<file path="src/rtl/weight_stream_loader_if.sv">
// Bundle for the coefficient stream (ap_fifo style, FWFT) and the
// registered random-access read port of weight_stream_loader.
interface weight_stream_loader_if #(
    parameter int COEFF_WIDTH = 16,
    parameter int KERN_SIZE   = 9,
    parameter int AW          = $clog2(KERN_SIZE)
);

    logic [COEFF_WIDTH-1:0] input_V_dout;
    logic                   input_V_empty_n;
    logic                   input_V_read;

    logic                   rd_en;
    logic [AW-1:0]          rd_addr;
    logic [COEFF_WIDTH-1:0] rd_data;
    logic                   rd_valid;

    modport slave (
        input  input_V_dout,
        input  input_V_empty_n,
        output input_V_read,
        input  rd_en,
        input  rd_addr,
        output rd_data,
        output rd_valid
    );

    modport master (
        output input_V_dout,
        output input_V_empty_n,
        input  input_V_read,
        output rd_en,
        output rd_addr,
        input  rd_data,
        input  rd_valid
    );

endinterface

</file>
<file path="src/rtl/weight_stream_loader.sv">
// Drains one kernel of coefficients from the weight FIFO into a local
// buffer and serves them to the MAC array through a registered read port.
module weight_stream_loader #(
    parameter int COEFF_WIDTH = 16,
    parameter int KERN_SIZE   = 9
) (
    input  logic                    ap_clk,
    input  logic                    ap_rst,
    weight_stream_loader_if.slave   bus,
    input  logic                    load_start,
    output logic                    busy,
    output logic                    load_done
);

    localparam int AW = $clog2(KERN_SIZE);

    // Index of the final coefficient, and the buffer depth widened by one
    // bit so out-of-range read addresses compare correctly.
    localparam logic [AW-1:0] LAST_IDX = AW'(KERN_SIZE - 1);
    localparam logic [AW:0]   DEPTH    = (AW + 1)'(KERN_SIZE);

    typedef enum logic [1:0] {
        S_IDLE = 2'd0,
        S_LOAD = 2'd1,
        S_DONE = 2'd2
    } state_t;

    state_t                 r_state;
    logic [AW-1:0]          r_wr_ptr;
    logic                   r_load_done;
    logic [COEFF_WIDTH-1:0] r_mem [KERN_SIZE];
    logic [COEFF_WIDTH-1:0] r_rd_data;
    logic                   r_rd_valid;

    logic                   w_accept;
    logic                   w_last;
    logic                   w_rd_in_range;

    // Pull a word whenever loading and the FIFO has one; no other gating,
    // so the stream runs at one word per cycle.
    assign w_accept         = (r_state == S_LOAD) && bus.input_V_empty_n;
    assign w_last           = (r_wr_ptr == LAST_IDX);
    assign w_rd_in_range    = ({1'b0, bus.rd_addr} < DEPTH);

    assign bus.input_V_read = w_accept;
    assign bus.rd_data      = r_rd_data;
    assign bus.rd_valid     = r_rd_valid;
    assign busy             = (r_state == S_LOAD);
    assign load_done        = r_load_done;

    // Load sequencer: IDLE/DONE wait for a start pulse, LOAD counts accepted
    // words and ignores further start pulses until the set is complete.
    always_ff @(posedge ap_clk or posedge ap_rst) begin
        if (ap_rst) begin
            r_state     <= S_IDLE;
            r_wr_ptr    <= '0;
            r_load_done <= 1'b0;
        end else begin
            unique case (r_state)
                S_IDLE: begin
                    if (load_start) begin
                        r_state  <= S_LOAD;
                        r_wr_ptr <= '0;
                    end
                end
                S_LOAD: begin
                    if (w_accept) begin
                        if (w_last) begin
                            r_state     <= S_DONE;
                            r_load_done <= 1'b1;
                            r_wr_ptr    <= '0;
                        end else begin
                            r_wr_ptr <= r_wr_ptr + AW'(1);
                        end
                    end
                end
                S_DONE: begin
                    if (load_start) begin
                        r_state     <= S_LOAD;
                        r_load_done <= 1'b0;
                        r_wr_ptr    <= '0;
                    end
                end
                default: begin
                    r_state     <= S_IDLE;
                    r_wr_ptr    <= '0;
                    r_load_done <= 1'b0;
                end
            endcase
        end
    end

    // Coefficient buffer write; contents deliberately survive reset so a
    // partial load leaves earlier entries in place.
    always_ff @(posedge ap_clk) begin
        if (w_accept) begin
            r_mem[r_wr_ptr] <= bus.input_V_dout;
        end
    end

    // Registered read port, live in every state. Nonblocking update gives
    // read-before-write when the same entry is written on this edge.
    always_ff @(posedge ap_clk or posedge ap_rst) begin
        if (ap_rst) begin
            r_rd_data  <= '0;
            r_rd_valid <= 1'b0;
        end else begin
            r_rd_valid <= bus.rd_en;
            if (bus.rd_en) begin
                r_rd_data <= w_rd_in_range ? r_mem[bus.rd_addr] : '0;
            end
        end
    end

endmodule

</file>
<file path="src/flat_wrapper.sv">
// flat-port wrapper written by rule: the top's interface ports become plain ports
module weight_stream_loader_flat 
#(
    parameter int COEFF_WIDTH = 16,
    parameter int KERN_SIZE   = 9
)
  (ap_clk, ap_rst, load_start, busy, load_done, bus_input_V_dout, bus_input_V_empty_n, bus_input_V_read, bus_rd_en, bus_rd_addr, bus_rd_data, bus_rd_valid);
  weight_stream_loader_if #(.COEFF_WIDTH(COEFF_WIDTH), .KERN_SIZE(KERN_SIZE)) bus_i ();
  input  logic ap_clk;
  input  logic ap_rst;
  input  logic load_start;
  output logic busy;
  output logic load_done;
  input wire logic [$bits(bus_i.input_V_dout)-1:0] bus_input_V_dout;
  input wire logic [$bits(bus_i.input_V_empty_n)-1:0] bus_input_V_empty_n;
  output wire logic [$bits(bus_i.input_V_read)-1:0] bus_input_V_read;
  input wire logic [$bits(bus_i.rd_en)-1:0] bus_rd_en;
  input wire logic [$bits(bus_i.rd_addr)-1:0] bus_rd_addr;
  output wire logic [$bits(bus_i.rd_data)-1:0] bus_rd_data;
  output wire logic [$bits(bus_i.rd_valid)-1:0] bus_rd_valid;
  assign bus_i.input_V_dout = bus_input_V_dout;
  assign bus_i.input_V_empty_n = bus_input_V_empty_n;
  assign bus_input_V_read = bus_i.input_V_read;
  assign bus_i.rd_en = bus_rd_en;
  assign bus_i.rd_addr = bus_rd_addr;
  assign bus_rd_data = bus_i.rd_data;
  assign bus_rd_valid = bus_i.rd_valid;
  weight_stream_loader #(.COEFF_WIDTH(COEFF_WIDTH), .KERN_SIZE(KERN_SIZE)) u_core (.ap_clk(ap_clk), .ap_rst(ap_rst), .bus(bus_i), .load_start(load_start), .busy(busy), .load_done(load_done));
endmodule
</file>
<file path="config.mk">
export PLATFORM = sky130hd
export DESIGN_NAME = weight_stream_loader_flat
export DESIGN_NICKNAME = d
export VERILOG_FILES = /design/src/rtl/weight_stream_loader_if.sv /design/src/rtl/weight_stream_loader.sv /design/src/flat_wrapper.sv
export SDC_FILE = /design/constraint.sdc
export NUM_CORES = 1
export LEC_CHECK = 0
export CORE_UTILIZATION = 30
export CTS_CLUSTER_DIAMETER = 80
export DETAILED_ROUTE_END_ITERATION = 8
export GPL_TIMING_DRIVEN = 0
export PLACE_DENSITY = 0.52
export SKIP_LAST_GASP = 1
export SLEW_MARGIN = 20
export SYNTH_ARGS = -nofsm -noshare
export SYNTH_HDL_FRONTEND = slang
export SYNTH_SLANG_ARGS = --single-unit
</file>
<file path="constraint.sdc">
create_clock -name ap_clk -period 4.26 [get_ports ap_clk]
set_input_delay 0.639 -clock ap_clk [delete_from_list [all_inputs] [get_ports ap_clk]]
set_output_delay 0.639 -clock ap_clk [all_outputs]
set_load 0.005 [all_outputs]
</file>
Word-level counts from Yosys, hierarchy flattened
Memory sizes are Yosys's and may differ from the RTL's. Index checks and enable logic that the tools add are counted.

Input bits: 25. Flip-flop bits (word level): 24. RAM bits: 144. Output and inout bits: 20. Memories kept: 1.

Add/subtract/negate cells: 1. Order comparisons: 1. Reduce and logical (&&, ||, !) cells: 6. Muxes and demuxes: 15. Bitwise gates (word level): 1. Equality and inequality tests: 7.

Memories: u_core.r_mem (words 9, bits a word 16, rd ports 1, clocked after Yosys merged registers in 0, write ports 1, line weight_stream_loader.sv:31) `logic [COEFF_WIDTH-1:0] r_mem [KERN_SIZE];`.

Operators by type and width (count): two-way mux 16 bit (1); two-way mux 4 bit (3); case mux 4 bit (2 select lines) (1); two-way mux 2 bit (3); inequality test 2 x 1 -> 1 bit, second input constant (3); two-way mux 1 bit (5); adder 4 x 1 -> 4 bit, second input constant (1); == test 4 bit, second input constant (1); less-than comparator 4 bit, second input constant (1); case mux 2 bit (2 select lines) (1); AND reduction 4 bit (1); case mux 1 bit (3 select lines) (1); AND reduction 3 bit (1); == test 2 x 1 -> 1 bit, second input constant (1); == test 2 bit, second input constant (1); logical NOT 2 bit (1); inequality test 2 bit, second input constant (1); AND reduction 2 bit (1); OR reduction 2 bit (1); logical AND 1 bit (1); inverter 1 bit (1).

Depth between registers and ports, before layout
Gate-level depths: netlist of the first run.

Depth in word-level cells: 4. Mapped depth: 6.

Worst setup path after synthesis of the first run
Ideal clock, no wire load.

Path kind: in2reg. Start: in bus_input_V_empty_n. End: mem u_core.r_mem[8][0] (enable). Slack: 1.763 ns. Setup time: 0.414 ns. Stages on the path: 2. Data arrival time: 2.083 ns. Required time: 3.846 ns. Cell sequence: nand3b_1 nor3_1.

Word-level cells in the longest chain between the ends: 3.

RTL lines: start, declared (line flat_wrapper.sv:15) `input wire logic [$bits(bus_i.input_V_empty_n)-1:0] bus_input_V_empty_n;`; logical AND 1 bit (line weight_stream_loader.sv:41) `assign w_accept = (r_state == S_LOAD) && bus.input_V_empty_n;`; two-way mux 1 bit (line weight_stream_loader.sv:96) `if (w_accept) begin`; two-way mux 1 bit (not written as such) (line weight_stream_loader.sv:97) `r_mem[r_wr_ptr] <= bus.input_V_dout;`; end, declared (line weight_stream_loader.sv:31).

No other way between the ends.

Final worst setup path of the first run
Start: in bus_input_V_empty_n. End: mem u_core.r_mem[4][7] (enable).

The elaborated chain is that of the path after synthesis.

==> metrics.yaml, run 1 <==
floorplanning:
  io_pins: 45
  die_h_um: 151.9
  rows: 54
  die-area_mm2: 0.02308
  core-area_mm2: 0.02196
  start_util_pct: 30.71
  die_w_um: 151.9
power_and_ir_drop:
  pwr-share-comb_pct: 12.8
  clockPowerShare_pct: 38.9
  p_sw_share_pct: 23.60
  total_power_mw: 4.376
  p_per_area_mw_per_mm2: 533.7
  power.internal_mw: 3.343
  power_frac_seq_pct: 48.2
  p_leak_nw: 2.860
  switching_power_mw: 1.033
  vdd_drop_max_mv: 0.2748
place:
  dp_cells: 725
  dpl.hpwl_um: 9959
  portBuffers: 42
  place_congestion: 0.7568
synthesis:
  syn-num-nets: 430
  synthArstFlopShare_pct: 14.29
  synth-simple-area-share_pct: 5.603
  synthXorXnorAreaFrac_pct: 0
  syn_inst: 401
  synth-edff-count: 144
  ys.flop_type: "edfxtp_1"
  yosys_warnings: 0
  ys_types: 40
  synthMuxAreaShare_pct: 9.889
  syn_avg_cell_area_um2: 16.82
  synth-seq-area-share_pct: 73.02
  synth_top_family_by_area: "multiplexers"
  synth_compound_area_share_pct: 8.126
  synth_adder_area_share_pct: 0.7421
  syn-cell-area_mm2: 0.006744
  synth-seq-cells: 168
clock_tree:
  htree_levels: 4
  cts_tree: "built"
  cts.path.max_buffers: 2
  cts_buffers: 17
  cts_num_sinks: 168
  clockRootBuffer: "clkbuf_16"
  cts_resized: 0
  clk_latency_ns: 0.42
  hold_buffers: 0
  path_clk_slew_ns: 0.06
  cts_setup_buffers: 0
route:
  drtPass1Iterations: 6
  drt-initial-drc-count: 249
  routed_via_density: 4.959
  vias: 3749
  drc: 6
  wl_per_cell_um: 21.52
  wl_um: 16270
  ant_nets: 0
cells_and_area:
  nets: 493
  final_cell_mix: "edfxtp_1, mux2i_1, clkdlybuf4s50_1, dfrtp_1"
  final_cells: 756
  finalCoreUtilization_pct: 37.34
  diodes: 0
  drive_gt1_share_pct: 11.97
  final_common_cell: "edfxtp_1"
  area_growth_pct: 21.58
global_route:
  antenna_found_initial: 0
  grt_pass1_wl_um: 24290
  globalRouteOverflowTotal: 0
  track_usage_pct: 14.63
  grt_pass1_vias: 3907
  grt_max_degree: 25
sta:
  max_freq_mhz: 374.2
  tightest_slew_ns: 1.079
  slew_headroom_pct: 28.05
  finalClockSkew_ns: 0.01125
  slew_violations: 0
  period_needed_ns: 2.672
  hold_viol_final: 0
  tns_ns: 0
  rsz0062_at_grt: "no"
  setup_viol: 0
  finalCritPeriodShare_pct: 62.73
worst_setup_path:
  arrival_ns: 2.71
  path_max_fanout: 16
  start_kind: "input port"
  rr_worst_depth: 3
  crit_type: "in -> reg"
  worst_ep_required_time_ns: 4.30
  end_kind: "register"
job:
  cap_violations: 0
status:
  violations: "DRC"
  status: "finished, violations left"
min_path:
  hp-class: "reg -> reg"
  min_delay_path_depth: 1
[path summary, 6_finish.rpt]
path / slack (ns) / startpoint / endpoint
max: 1.59 / bus_input_V_empty_n / u_core.r_mem[4][7]
min reg2reg: 0.48 / u_core.load_done / u_core.load_done
min in group asynchronous: 0.63 / ap_rst / u_core.load_done
max in group asynchronous: 3.21 / ap_rst / u_core.bus.rd_data[8]
min: 0.48 / u_core.load_done / u_core.load_done
max reg2reg: 1.85 / u_core.r_state[1] / u_core.r_mem[4][7]
[state kept, by name (all words and copies together), names as in the netlist]
| signal | flops |
|---|---|
| u_core.bus.rd_data | 16 |
| u_core.load_done | 1 |
| u_core.r_mem | 144 |
| u_core.r_wr_ptr | 4 |
| u_core.r_state | 2 |
| u_core.bus.rd_valid | 1 |
[worst max-delay path: stages]
cell             delay [ns]
clkdlybuf4s50_1        0.58
nand3b_1               0.22
nor3b_1                0.37
and2_1                 0.89
[cell type report]
class	count	area, um2
flip-flops and latches	168	4925
clock buffers	18	429.2
plain buffers	26	157.7
well taps	280	350.3
clock inverters	13	226.5
repair buffers	44	439.2
multi-input cells	202	1653
fillers	2006	13760
inverters	5	18.77
[metal layers]
layer | routed length, um | part of all wire [%] | GRT usage (%) | vias to the layer above
li1 | - | - | - | 1732
met3 | 608 | 3.7 | 2.795 | 13
met2 | 8191 | 50 | 24.54 | 85
met5 | 0 | 0 | 0 | -
met1 | 7220 | 44 | 18.43 | 1919
met4 | 247 | 1.5 | 6.511 | 0
[through the flow]
| stage | setup slack [ns] | instance area [um2] | hold WS, ns |
|---|---|---|---|
| after floorplan | 1.763 | 6744 | 0.4740 |
| after global placement | 0.05980 | 7515 | 0.4643 |
| after detailed placement | 1.087 | 7538 | 0.4715 |
| after CTS | 1.532 | 8194 | 0.4855 |
| after global routing | 1.422 | 8199 | 0.5058 |
| final | 1.588 | 8199 | 0.4837 |
[cells by family after synthesis]
group	after synthesis
multiplexers	64
adder cells (fa/ha/maj)	4
AO/OA/AOI/OAI	76
flip-flops	168
buffers and inverters	31
AND/OR/NAND/NOR	58
[synthesized netlist by cell type (3+ instances only)]
| cell | instances | share of area [%] |
|---|---|---|
| inv_1 | 5 | 0.28 |
| dfrtp_1 | 24 | 8.9 |
| nor3b_1 | 3 | 0.33 |
| o21ai_0 | 4 | 0.30 |
| and2_1 | 8 | 0.74 |
| buf_2 | 9 | 0.67 |
| edfxtp_1 | 144 | 64 |
| o221ai_1 | 15 | 1.9 |
| clkbuf_1 | 9 | 0.50 |
| a31oi_1 | 15 | 1.4 |
| ha_1 | 4 | 0.74 |
| nor2_1 | 17 | 0.95 |
| mux2i_1 | 61 | 9.1 |
| nand2_1 | 3 | 0.17 |
| buf_6 | 4 | 0.67 |
| or4b_1 | 15 | 2.2 |
| o22ai_1 | 15 | 1.4 |
| o31ai_1 | 3 | 0.33 |
| o21a_1 | 15 | 1.7 |
[power by group through the flow]
stage | logic [mW] | registers [mW] | clock network, mW
final | 0.562 | 2.11 | 1.70
after global routing | 0.623 | 2.13 | 1.79
after CTS | 0.574 | 2.11 | 1.73
after detailed placement | 0.573 | 2.15 | 0
after global placement | 0.556 | 2.14 | 0
after floorplan | 0.321 | 2.12 | 0
(Power assumes the default switching activity.)
==> run 2: changes to the inputs <==
--- a/config.mk
+++ b/config.mk
@@ -9,7 +9,7 @@
 export CTS_CLUSTER_DIAMETER = 80
 export DETAILED_ROUTE_END_ITERATION = 8
 export GPL_TIMING_DRIVEN = 0
-export PLACE_DENSITY = 0.52
+export PLACE_DENSITY = 0.54
 export SKIP_LAST_GASP = 1
 export SLEW_MARGIN = 20
 export SYNTH_ARGS = -nofsm -noshare
==> constraint.sdc (replaced) <==
create_clock -name ap_clk -period 2.2 [get_ports ap_clk]
set_input_delay 0.33 -clock ap_clk [delete_from_list [all_inputs] [get_ports ap_clk]]
set_output_delay 0.33 -clock ap_clk [all_outputs]
set_load 0.005 [all_outputs]
==> run 2 against run 1 <==
The run still ends with DRC left. Design area fell by 0.23%. Clock skew down 0.0066 ns. Non-clock buffer count up 1. Die area did not move. Global-route usage is 0.42 points lower. First-iteration DRC count grew 19%. Combinational power rose by 96%.
==> metrics.yaml, run 2 (synthesis gave the netlist of run 1 again) <==
worst_setup_path:
  crit_slowest_cell: "and2_2"
  r2r_start: "u_core.r_state[1]"
  start_kind: "register"
  arrival_ns: 2.18  # -0.53 ns
  reg2reg_to: "u_core.r_mem[6][8]"
  worst_ep_required_time_ns: 2.26  # -2.04 ns
  rr_worst_depth: 3  # unchanged
  path_max_fanout: 16  # unchanged
  crit_type: "reg -> reg"
  r2r_slack_ns: 0.08  # -1.77 ns
  max_stage_delay_ns: 0.59  # -0.30 ns
  cp_cell_sequence: "nand3b_1, nor3b_1, and2_2"
  end_kind: "register"
global_route:
  antenna_found_initial: 0  # unchanged
  track_usage_pct: 14.22  # -0.42 points
  globalRouteOverflowTotal: 0  # unchanged
  grt_max_degree: 25  # unchanged
  grt_pass1_wl_um: 23670  # -2.6%
  grt_pass1_vias: 3787  # -3.1%
status:
  status: "finished, violations left"
  violations: "DRC"
cells_and_area:
  final_cell_mix: "edfxtp_1, mux2i_1, clkdlybuf4s50_1, dfrtp_1"
  largest_register_ffs: 144  # unchanged
  drive_gt1_share_pct: 12.76  # +0.79 points
  nets: 494  # +0.20%
  final_common_cell: "edfxtp_1"
  top_register: "u_core.r_mem"
  diodes: 0  # unchanged
  final_cells: 758  # +0.26%
  n_fill_cell: 2008  # +0.10%
  area_growth_pct: 21.30
clock_tree:
  cts_buffers: 17  # unchanged
  hold_buffers: 0  # unchanged
  cts_tree: "built"
  cts_num_sinks: 168  # unchanged
  clk_latency_ns: 0.42  # about the same
  path_clk_slew_ns: 0.06  # about the same
  clockRootBuffer: "clkbuf_16"
  htree_levels: 4  # unchanged
  cts.path.max_buffers: 2  # unchanged
job:
  cap_violations: 0  # unchanged
route:
  drtPass1Iterations: 6  # unchanged
  dr.max_layer_used: "met4"
  dr_wl_met3_um: 836  # +38%
  drt-initial-drc-count: 297  # +19%
  wl_met2_um: 7733  # -5.6%
  vias: 3703  # -1.2%
  ant_nets: 0  # unchanged
  wl_um: 15590  # -4.2%
  drc: 6  # unchanged
  wl_met1_um: 6878  # -4.7%
  routed_via_density: 4.885  # -1.5%
  wl_per_cell_um: 20.57  # -4.4%
sta:
  tns_ns: 0  # unchanged
  setup_slack_ns: 0.08087  # -1.507 ns
  slew_violations: 0  # unchanged
  hold_viol_final: 0  # unchanged
  finalCritPeriodShare_pct: 96.32
  slew_headroom_pct: 50.08  # +22 points
  tightest_slew_ns: 0.7489  # -0.3303 ns
  rsz0062_at_grt: "yes"
  finalClockSkew_ns: 0.004634  # -0.006614 ns
  period_needed_ns: 2.119
  max_freq_mhz: 471.9
  setup_viol: 0  # unchanged
floorplanning:
  core-area_mm2: 0.02196  # unchanged
  die-area_mm2: 0.02308  # unchanged
  rows: 54  # unchanged
  io_pins: 45  # unchanged
  die_w_um: 151.9  # unchanged
  die_h_um: 151.9  # unchanged
  start_util_pct: 30.71  # unchanged
power_and_ir_drop:
  p_per_area_mw_per_mm2: 1010  # +89%
  pwr-share-comb_pct: 13.3  # +0.5 points
  switching_power_mw: 1.953  # +89%
  power.internal_mw: 6.311  # +89%
  clockPowerShare_pct: 37.3  # -1.6 points
  p_leak_nw: 2.853  # -0.25%
  power_frac_seq_pct: 49.4  # +1.2 points
  p_sw_share_pct: 23.63  # +0.025 points
  vdd_drop_max_mv: 0.5239  # +91%
place:
  dp_cells: 724  # -0.14%
  place_congestion: 0.7606  # +0.50%
  pre_cts_ws_ns: -0.7091  # -1.796 ns
  dpl.hpwl_um: 9679  # -2.8%
  portBuffers: 42  # unchanged
min_path:
  hp-class: "in -> async"
## run 2: repair_timing
item | in CTS | in global routing
setup endpoints to repair | 128 | 97
buffers inserted | 0 | 2
resized for setup | 8 | 0
## run 2: worst max path at each step
stage | startpoint | end | slack [ns] | depth (start not counted)
after floorplan | u_core.r_wr_ptr[0] | u_core.r_mem[8][0] | 0.32 | 4
after global placement | bus_input_V_empty_n | u_core.r_mem[8][7] | -0.69 | 3
after detailed placement | bus_input_V_empty_n | u_core.r_mem[7][9] | -0.71 | 4
after CTS | u_core.r_state[1] | bus_input_V_read | 0.01 | 3
after global routing | u_core.r_state[1] | u_core.r_mem[6][6] | -0.09 | 3
final | u_core.r_state[1] | u_core.r_mem[6][8] | 0.08 | 3
## run 2: per-layer routing
layer,GRT usage [%],vias to the layer above
met1,18.35,1861
met5,0,-
met2,24.05,105
met3,3.137,10
li1,-,1727
met4,3.936,0
## run 2: area by class of cell
cell class | count | area [um2] | share of cell area, %
Sequential cell | 168 | 4925 | 60.20
Multi-Input combinational cell | 202 | 1664 | 20.34
Clock buffer | 22 | 464.2 | 5.675
Timing Repair Buffer | 45 | 450.4 | 5.506
Tap cell | 280 | 350.3 | 4.283
Buffer | 26 | 157.7 | 1.927
Clock inverter | 10 | 150.1 | 1.835
Inverter | 5 | 18.77 | 0.2294
## run 2: power by group through the flow
stage	clock network (mW)	logic [mW]	registers, mW
CTS	3.12	1.11	4.08
floorplan	0	0.622	4.10
finish	3.09	1.10	4.08
global route	3.26	1.21	4.12
detailed placement	0	1.09	4.15
global placement	0	1.07	4.13
## run 2: through the flow
stage | power (mW) | area (um2) | hold slack, ns | util (%)
after floorplan | 4.721 | 6749 | 0.3446 | -
after global placement | 5.199 | 7520 | 0.4590 | 34.25
after detailed placement | 5.249 | 7541 | 0.4763 | 34.34
after CTS | 8.313 | 8165 | 0.3274 | 37.19
after global routing | 8.584 | 8180 | 0.3668 | 37.25
final | 8.264 | 8180 | 0.3097 | 37.25
## run 2: worst max-delay path, delay by kind of cell (launching register included)
family | cells | cell delay (ns)
AND/OR/NAND/NOR | 3 | 1.28
flip-flops | 1 | 0.46
==> run 3: changes to the inputs <==
--- a/config.mk
+++ b/config.mk
@@ -5,11 +5,11 @@
 export SDC_FILE = /design/constraint.sdc
 export NUM_CORES = 1
 export LEC_CHECK = 0
-export CORE_UTILIZATION = 30
+export CORE_UTILIZATION = 53
 export CTS_CLUSTER_DIAMETER = 80
 export DETAILED_ROUTE_END_ITERATION = 8
 export GPL_TIMING_DRIVEN = 0
-export PLACE_DENSITY = 0.54
+export PLACE_DENSITY = 0.82
 export SKIP_LAST_GASP = 1
 export SLEW_MARGIN = 20
 export SYNTH_ARGS = -nofsm -noshare
==> run 3 against run 2 <==
The flow now finishes without violations. First-iteration DRC count up 34%. Total power up 2.3%. Worst setup slack worse by 0.018 ns. Worst hold slack worse by 0.0029 ns. Critical path depth up 4. Sequential share of layout area up 0.80 points. Combinational power about the same. Clock power up 6%. Utilization up 29 points. Largest cell class unchanged.
==> metrics.yaml, run 3 (synthesis gave the netlist of run 1 again) <==
cells_and_area:
  diodes: 0  # unchanged
  drive_gt1_share_pct: 13.21  # +0.45 points
  area_growth_pct: 19.70
  final_cell_mix: "edfxtp_1, mux2i_1, clkdlybuf4s50_1, dfrtp_1"
  final_common_cell: "edfxtp_1"
  largest_register_ffs: 144  # unchanged
  nets: 493  # -0.20%
  top_register: "u_core.r_mem"
clock_tree:
  hold_buffers: 0  # unchanged
  clockRootBuffer: "clkbuf_16"
  cts_num_sinks: 168  # unchanged
  cts_tree: "built"
  path_clk_slew_ns: 0.06  # about the same
  htree_levels: 4  # unchanged
  cts.path.max_buffers: 2  # unchanged
  clk_latency_ns: 0.42  # about the same
  cts_buffers: 17  # unchanged
floorplanning:
  die_h_um: 114.8  # -24%
  die_w_um: 114.8  # -24%
  rows: 40  # -26%
  start_util_pct: 55.23  # +25 points
  io_pins: 45  # unchanged
  core-area_mm2: 0.01221  # -44%
  die-area_mm2: 0.01318  # -43%
sta:
  tns_ns: 0  # unchanged
  hold_slack_ns: 0.3068  # -0.002931 ns
  tightest_slew_ns: 0.7707  # +0.02184 ns
  finalCritPeriodShare_pct: 97.13  # +0.81 points
  finalClockSkew_ns: 0.005664  # +0.001030 ns
  period_needed_ns: 2.137  # +0.01781 ns
  setup_viol: 0  # unchanged
  slew_violations: 0  # unchanged
  hold_viol_final: 0  # unchanged
  slew_headroom_pct: 48.62  # -1.5 points
  rsz0062_at_grt: "no"
  max_freq_mhz: 468.0  # -0.83%
power_and_ir_drop:
  total_power_mw: 8.454  # +2.3%
  p_leak_nw: 2.867  # +0.47%
  vdd_drop_max_mv: 0.6341  # +21%
  p_per_area_mw_per_mm2: 1047  # +3.7%
route:
  wl_per_cell_um: 23.27  # +13%
  routed_via_density: 6.088  # +25%
  drc: 0  # -6
  vias: 3927  # +6.0%
  drt-initial-drc-count: 397  # +34%
  drtPass1Iterations: 5  # -1
  ant_nets: 0  # unchanged
  wl_um: 15010  # -3.7%
worst_setup_path:
  path_buf_inv: 4  # +4
  worst_ep_required_time_ns: 2.50  # +0.24 ns
  startpoint: "bus_rd_addr[1]"
  max_stage_delay_ns: 0.62  # +0.03 ns
  crit_slowest_cell: "clkbuf_1"
  worstSetupEndpoint: "u_core.bus.rd_data[1]"
  rr_worst_depth: 3  # unchanged
  arrival_ns: 2.44  # +0.26 ns
  start_kind: "input port"
  crit_type: "in -> reg"
  path_depth: 7  # +4
  reg2reg_to: "u_core.r_mem[7][0]"
  cp_cell_sequence: "clkdlybuf4s50_1, buf_6, buf_8, nand2_1, clkbuf_1, o22ai_1, o21a_1"
  path_max_fanout: 10  # -6
  r2r_start: "u_core.r_state[1]"
  end_kind: "register"
  r2r_slack_ns: 0.16  # +0.08 ns
  crit_family: "buffers and inverters"
status:
  status: "finished, final reports clean"
place:
  place_congestion: 0.7735  # +1.7%
  portBuffers: 42  # unchanged
  dpl.hpwl_um: 8862  # -8.4%
global_route:
  grt_max_degree: 25  # unchanged
  track_usage_pct: 24.46  # +10 points
  globalRouteOverflowTotal: 0  # unchanged
  antenna_found_initial: 0  # unchanged
  grt_pass1_wl_um: 22590  # -4.6%
  grt_pass1_vias: 3981  # +5.1%
min_path:
  hp-class: "in -> async"
job:
  cap_violations: 0  # unchanged
## run 3: cell types whose count changed in the layout (fill, tap and decap cells not counted)
| cell | change |
|---|---|
| buf_8 | -1 |
| buf_6 | +1 |
| and2_4 | +1 |
| clkinvlp_4 | +1 |
| bufinv_16 | +2 |
| clkinv_4 | +1 |
| buf_4 | -1 |
| clkinv_2 | +1 |
| clkbuf_8 | -2 |
| and2_2 | -1 |
| clkbuf_1 | -3 |
## run 3: how the worst min path moves through the flow
stage,from,endpoint,cells after the start
final,ap_rst,u_core.r_state[0],2
after global routing,bus_rd_addr[0],u_core.bus.rd_data[13],4
after CTS,bus_rd_addr[0],u_core.bus.rd_data[13],4
after detailed placement,u_core.load_done,u_core.load_done,1
after global placement,u_core.load_done,u_core.load_done,1
after floorplan,ap_rst,u_core.bus.rd_data[0],1
## run 3: layout make-up
| type | count | area [um2] |
|---|---|---|
| sequential | 168 | 4925 |
| fill | 836 | 4139 |
| multi-input combinational | 202 | 1665 |
| timing repair buffer | 44 | 439.2 |
| clock buffer | 17 | 425.4 |
| clock inverter | 15 | 231.5 |
| tap | 168 | 210.2 |
| buffer | 26 | 157.7 |
| inverter | 5 | 18.77 |
## run 3: metal layers
| layer | vias up | part of all wire [%] | track usage (%) | wire, um |
|---|---|---|---|---|
| met1 | 1997 | 41 | 31.96 | 6170 |
| met2 | 184 | 50 | 39.39 | 7515 |
| li1 | 1727 | - | - | - |
| met5 | - | 0 | 0 | 0 |
| met3 | 19 | 7.1 | 6.062 | 1068 |
| met4 | 0 | 1.7 | 10.65 | 252 |
## run 3: timing repair
action / in CTS / in global routing
endpoints found under the setup margin: 128 / 113
buffers inserted: 0 / 1
resized for setup: 8 / 1
pin swaps: 0 / 0
## run 3: worst register-to-register path: cells and delay by family (launching register included)
kind / cells / cell delay (ns)
and+or+nand+nor: 3 / 1.23
DFF: 1 / 0.45
## run 3: stage by stage
stage	worst slack (ns)	instance area, um2	util (%)	std cells
after floorplan	0.3151	6749	-	401
after global placement	-0.6257	7380	60.43	611
after detailed placement	-0.6969	7397	60.57	612
after CTS	0.02939	8064	66.03	644
after global routing	0.01178	8073	66.11	645
final	0.06306	8073	66.11	645
## run 3: power by group
| group | switching (mW) | internal (mW) |
|---|---|---|
| Combinational | 0.641 | 0.451 |
| Sequential | 0.175 | 3.91 |
| Clock | 1.16 | 2.11 |
